--- config.mk ---
export PLATFORM = sky130hd
export DESIGN_NAME = pc_unit
export DESIGN_NICKNAME = d
export VERILOG_FILES = /design/src/rtl/pc_pkg.sv /design/src/rtl/pc_ras.sv /design/src/rtl/pc_unit.sv
export SDC_FILE = /design/constraint.sdc
export NUM_CORES = 1
export LEC_CHECK = 0
export ABC_AREA = 0
export CORE_UTILIZATION = 45
export CTS_CLUSTER_DIAMETER = 120
export DETAILED_ROUTE_END_ITERATION = 7
export PLACE_DENSITY_LB_ADDON = 0.1
export REMOVE_ABC_BUFFERS = 1
export SLEW_MARGIN = 0
export SYNTH_ARGS = -nofsm -noshare
export SYNTH_HDL_FRONTEND = slang
export SYNTH_SLANG_ARGS = --single-unit
--- constraint.sdc ---
create_clock -name clk -period 4.6 [get_ports clk]
set_input_delay 1.38 -clock clk [delete_from_list [all_inputs] [get_ports clk]]
set_output_delay 1.38 -clock clk [all_outputs]
set_load 0.03 [all_outputs]
--- src/rtl/pc_pkg.sv ---
// Shared program-counter definitions: next-PC source select and default sizes.
// Also consumed by the decoder and instruction memory so address widths agree.
package pc_pkg;

    localparam int PC_AW        = 8;
    localparam int PC_RAS_DEPTH = 4;

    typedef enum logic [2:0] {
        PC_SEL_HOLD,
        PC_SEL_INC,
        PC_SEL_BR_ABS,
        PC_SEL_BR_REL,
        PC_SEL_CALL,
        PC_SEL_RET
    } pc_sel_e;

endpackage

--- src/rtl/pc_ras.sv ---
// Circular return-address stack; a push when full overwrites the oldest entry.
// Latency: push/pop take effect at the next clk; dout is the current top, combinational.
// Backpressure: none; pop on empty is ignored, the caller must not push and pop together.
module pc_ras
    import pc_pkg::*;
#(
    parameter  int AW    = PC_AW,
    parameter  int DEPTH = PC_RAS_DEPTH,
    localparam int PW    = $clog2(DEPTH),
    localparam int CW    = PW + 1
) (
    input  logic          clk,
    input  logic          rst,
    input  logic          push,
    input  logic          pop,
    input  logic [AW-1:0] din,
    output logic [AW-1:0] dout,
    output logic          empty,
    output logic          full,
    output logic [CW-1:0] count
);

    logic [AW-1:0] mem_q [DEPTH];
    logic [AW-1:0] mem_d [DEPTH];
    logic [PW-1:0] top_q, top_d;
    logic [CW-1:0] count_q, count_d;

    assign empty = (count_q == '0);
    assign full  = (count_q == CW'(DEPTH));
    assign count = count_q;
    assign dout  = mem_q[top_q];

    // The slot just above the top is the oldest entry once the buffer is full,
    // so advancing the pointer and writing there gives overwrite-on-overflow for free.
    always_comb begin
        mem_d   = mem_q;
        top_d   = top_q;
        count_d = count_q;
        if (push) begin
            top_d        = top_q + 1'b1;
            mem_d[top_d] = din;
            if (!full) begin
                count_d = count_q + 1'b1;
            end
        end else if (pop && !empty) begin
            top_d   = top_q - 1'b1;
            count_d = count_q - 1'b1;
        end
    end

    always_ff @(posedge clk) begin
        if (rst) begin
            top_q   <= '0;
            count_q <= '0;
        end else begin
            top_q   <= top_d;
            count_q <= count_d;
        end
    end

    always_ff @(posedge clk) begin
        mem_q <= mem_d;
    end

endmodule

--- src/rtl/pc_unit.sv ---
// Program counter: increment, absolute/relative branch, call/return via pc_ras. PC_TRAP_EN: RAS faults jump to TRAP_VEC.
// Latency: one clk from request to pc_out; pc_next shows the selected value in the same cycle.
// Backpressure: stall freezes PC, RAS and sticky flags; rst overrides everything.
module pc_unit
    import pc_pkg::*;
#(
    parameter int            AW        = PC_AW,
    parameter int            RAS_DEPTH = PC_RAS_DEPTH,
    parameter logic [AW-1:0] RST_VEC   = '0,
    parameter logic [AW-1:0] TRAP_VEC  = '1
) (
    input  logic          clk,
    input  logic          rst,
    input  logic          stall,
    input  logic          br_en,
    input  logic          br_rel,
    input  logic [AW-1:0] br_target,
    input  logic [AW-1:0] br_offset,
    input  logic          call,
    input  logic          ret,
    output logic [AW-1:0] pc_out,
    output logic [AW-1:0] pc_next,
    output logic          ras_empty,
    output logic          ras_full,
    output logic          ras_ovf,
    output logic          ras_unf
);

    localparam int CW = $clog2(RAS_DEPTH) + 1;

`ifdef PC_TRAP_EN
    localparam bit TRAP_EN = 1'b1;
`else
    localparam bit TRAP_EN = 1'b0;
`endif

    pc_sel_e       sel;
    logic          ret_fault, call_fault;
    logic [AW-1:0] pc_q, pc_d;
    logic          ras_ovf_q, ras_ovf_d;
    logic          ras_unf_q, ras_unf_d;
    logic          ras_push, ras_pop;
    logic [AW-1:0] ras_dout;
    logic          ras_empty_w, ras_full_w;
    logic [CW-1:0] ras_count;

    // Priority: stall > ret > call > branch > increment.
    always_comb begin
        sel        = PC_SEL_INC;
        ret_fault  = 1'b0;
        call_fault = 1'b0;
        if (stall) begin
            sel = PC_SEL_HOLD;
        end else if (ret) begin
            if (ras_empty_w) begin
                ret_fault = 1'b1;
            end else begin
                sel = PC_SEL_RET;
            end
        end else if (call) begin
            sel        = PC_SEL_CALL;
            call_fault = ras_full_w;
        end else if (br_en) begin
            sel = br_rel ? PC_SEL_BR_REL : PC_SEL_BR_ABS;
        end
    end

    always_comb begin
        case (sel)
            PC_SEL_HOLD:   pc_d = pc_q;
            PC_SEL_INC:    pc_d = pc_q + 1'b1;
            PC_SEL_BR_ABS: pc_d = br_target;
            PC_SEL_BR_REL: pc_d = pc_q + br_offset;
            PC_SEL_CALL:   pc_d = br_target;
            PC_SEL_RET:    pc_d = ras_dout;
            default:       pc_d = pc_q;
        endcase
        if (TRAP_EN && (ret_fault || call_fault)) begin
            pc_d = TRAP_VEC;
        end
        ras_ovf_d = ras_ovf_q | call_fault;
        ras_unf_d = ras_unf_q | ret_fault;
        if (rst) begin
            pc_d      = RST_VEC;
            ras_ovf_d = 1'b0;
            ras_unf_d = 1'b0;
        end
    end

    // A trapping call leaves the stack untouched rather than overwriting.
    assign ras_push = (sel == PC_SEL_CALL) && !(TRAP_EN && call_fault) && !rst;
    assign ras_pop  = (sel == PC_SEL_RET) && !rst;

    pc_ras #(
        .AW    (AW),
        .DEPTH (RAS_DEPTH)
    ) u_ras (
        .clk   (clk),
        .rst   (rst),
        .push  (ras_push),
        .pop   (ras_pop),
        .din   (pc_q + 1'b1),
        .dout  (ras_dout),
        .empty (ras_empty_w),
        .full  (ras_full_w),
        .count (ras_count)
    );

    always_ff @(posedge clk) begin
        pc_q      <= pc_d;
        ras_ovf_q <= ras_ovf_d;
        ras_unf_q <= ras_unf_d;
    end

    assign pc_out    = pc_q;
    assign pc_next   = pc_d;
    assign ras_empty = (ras_count == '0);
    assign ras_full  = (ras_count == CW'(RAS_DEPTH));
    assign ras_ovf   = ras_ovf_q;
    assign ras_unf   = ras_unf_q;

endmodule

==> results_dict.tcl <==
set metrics [dict create \
    place.gp.congestion 0.8901 \
    drt_first_pass_iters 4 \
    seq_area_sq_mm 0.001261 \
    postRouteAntennaNets 0 \
    dr_total_vias 1862 \
    dieHeight_um 76.24 \
    grt_overflow 0 \
    ys_ff_latch 47 \
    critPathLaunchType "input pin" \
    area_growth_pct 37.64 \
    max_stage_delay_ns 0.39 \
    viasPerCell 5.525 \
    multiInputGateArea_sq_mm 0.001299 \
    io_pins 43 \
    combPwrFrac_pct 26.9 \
    fillers 405 \
    power.internal_uw 716.6 \
    core_sq_mm 0.005205 \
    power.share.clock_pct 24.8 \
    ctsHoldBuffers 0 \
    setup_viol 0 \
    clk_latency_ns 0.30 \
    synthCells 194 \
    critPathMaxFanout 4 \
    fin_cells 337 \
    cts_max_level 2 \
    dominantRegCellSynth "edfxtp_1" \
    avgSynthCellArea_sq_um 12.78 \
    period_needed_ns 4.514 \
    cts_root_buf "clkbuf_8" \
    ir_worst_vdd_v 0.0002325 \
    p_seq_share_pct 48.3 \
    grt_max_degree 17 \
    start_util_pct 47.64 \
    drc_errors 0 \
    status "finished clean" \
    die_area_sq_mm 0.005812 \
    yosys.area.top_type "edfxtp_1" \
    grt_usage_pct 21.78 \
    wl_um 5982 \
    netlist_area_sq_mm 0.002480 \
    p_leak_uw 0.001281 \
    synth_edf_count 32 \
    hpwl_um 4489 \
    clockBufferDepth 2 \
    cp.arrival_ns 3.13 \
    tightestPinTransition_ns 0.6996 \
    hold_class "reg -> reg" \
    path_cells "dlygate4sd2_1 > ha_4 > buf_6 > a211oi_2 > o21bai_1 > a21oi_2 > or3b_1 > a31oi_2 > buf_4" \
    diodes 0 \
    yosysSeqAreaShare_pct 50.86 \
    ys_async_sr_fraction_pct 0 \
    antenna_found_initial 0 \
    synth_warnings 0 \
    wl_per_cell_um 17.75 \
    synth_area_leaders "edfxtp_1 (39%), dfxtp_1 (12%), mux4_2 (7.3%)" \
    maxSlewHeadroom_pct 53.29 \
    grt_pass1_wl_um 9646 \
    cts.sinks 47 \
    critPathRequiredTime_ns 3.22 \
    rows 26 \
    p_total_uw 1026 \
    clk_pin_slew_ns 0.09 \
    drive_gt1_share_pct 31.46 \
    cts_tree "yes" \
    final_net_count 303 \
    slowest_stage "or3b_1" \
    fin_crit_sh_pct 98.12 \
    first_global_vias 1931 \
    chipWidth_um 76.24 \
    cts-buffers-inserted 5 \
    synth_top_area_share_pct 38.75 \
    fmax_mhz 221.6 \
    hold_ws_ns 0.4840 \
    finClkSkew_ns 0.008183 \
    final_hold_viol_count 0 \
    dp.cells 325 \
    power_density_mw_per_mm2 300.6 \
    synth_cell_types 43 \
    switching_share_pct 30.16 \
    p_sw_uw 309.4 \
    cp-end-kind "output pin" \
    path_class "in -> out" \
    maxSlewViolCount 0 \
    maxCapViolCount 0 \
    io_buffers 42 \
    drt_iter0_drc 114 \
]
## worst max-delay path, delay by kind of cell
kind / cells / cell delay [ns]
buffers and inverters: 3 / 0.55
AO/OA/AOI/OAI: 4 / 0.54
AND/OR/NAND/NOR: 1 / 0.39
adder cells (fa/ha/maj): 1 / 0.28
## synth_stat cells, types with 2 or more instances
cell type  count
edfxtp_1      32
dfxtp_1       15
ha_1          12
a21oi_1       10
inv_1         10
nor2_1        10
xnor2_1       10
a221oi_1       9
mux4_2         8
nand3_1        6
nand2_1        5
xor2_1         5
a22oi_1        4
a31oi_1        4
and2_1         4
buf_2          4
clkbuf_1       4
a21o_1         3
and3_1         3
o21ai_0        3
o21bai_1       3
a211o_1        2
a211oi_1       2
a2bb2oi_1      2
a32oi_1        2
a41o_1         2
fa_1           2
mux2i_1        2
nor3_4         2
## path summary, 6_finish.rpt
path / endpoint / slack, ns / cells after the start / from
worst max-delay path: pc_next[6] / 0.09 / 9 / br_offset[2]
worst min-delay path: ras_ovf$_SDFF_PP0_ / 0.48 / 2 / ras_ovf$_SDFF_PP0_
worst max register to register: pc_out[7]$_DFF_P_ / 2.47 / 4 / u_ras.top_q[0]$_SDFFE_PP0P_
worst min register to register: ras_ovf$_SDFF_PP0_ / 0.48 / 2 / ras_ovf$_SDFF_PP0_
## sequential cells by signal, summed over array words and instances (netlist names)
name and flops:
u_ras.mem_q 32, pc_out 8, u_ras.count 3, u_ras.top_q 2, ras_ovf 1, ras_unf 1
## per-layer routing
layer	share of wire (%)	up-vias	track usage, %
met2	52	53	37.57
met1	42	903	27.49
met3	4.4	8	3.952
li1	-	898	-
met5	0	-	0
met4	1.6	0	7.308
## layout make-up
cell class / instances / area share [%]
tap: 70 / 2.566
multi-input combinational: 129 / 38.05
inverter: 10 / 1.100
clock buffer: 5 / 2.016
timing repair buffer: 73 / 18.66
sequential: 47 / 36.95
clock inverter: 3 / 0.6598
## kinds of logic (layout without fill, tap and decap cells)
logic type | count (synthesis) | after routing | share of synthesized area, %
flops | 47 | 47 | 50.86
fa+ha+maj | 14 | 14 | 7.669
xor+xnor | 15 | 15 | 5.297
compound gates | 51 | 51 | 15.79
simple gates | 39 | 39 | 9.385
mux | 10 | 10 | 8.073
buf+inv | 18 | 91 | 2.926
## power by group through the flow
stage          Combinational [uW]  Sequential [uW]  Clock, uW
6_report                      276              496        254
5_1_grt                       297              499        282
4_1_cts                       266              496        261
3_5_place_dp                  247              504          0
3_3_place_gp                  240              502          0
2_1_floorplan                 125              510          0
## per-stage QoR
stage          utilization (%)  TNS (ns)  setup WS (ns)  instance area [sq um]
2_1_floorplan                -  -0.08941       -0.08941                   2445
3_3_place_gp             60.24    -1.023        -0.2294                   3136
3_5_place_dp             60.24    -1.374        -0.3208                   3136
4_1_cts                  64.47         0       0.005794                   3356
5_1_grt                  65.58  -0.02569       -0.01174                   3413
6_report                 65.58         0        0.08644                   3413
## placed cells by master (no fill, tap or decap), drive strengths merged, types with 2 or more instances in the layout
master,synthesis,routed
buf,4,39
edfxtp,32,32
clkdlybuf4s50,0,27
dfxtp,15,15
inv,10,12
ha,12,12
nor2,11,11
xnor2,10,10
a221oi,10,10
a21oi,10,10
mux4,8,8
nand3,6,6
clkbuf,4,6
xor2,5,5
nand2,5,5
and2,4,4
a22oi,4,4
a31oi,4,4
and3,3,3
o21ai,3,3
o21bai,3,3
a21o,3,3
dlygate4sd2,0,3
nor3,3,3
a211oi,3,3
a32oi,2,2
a211o,2,2
a2bb2oi,2,2
a41o,2,2
mux2i,2,2
dlymetal6s2s,0,2
fa,2,2
## timing repair
| action | 4_1_cts | 5_1_grt |
|---|---|---|
| setup endpoints to repair | 7 | 8 |
| pin swaps | 15 | 8 |
| gates resized for setup | 27 | 13 |
| buffers inserted | 3 | 1 |
Power figures use the tool's default switching activity.
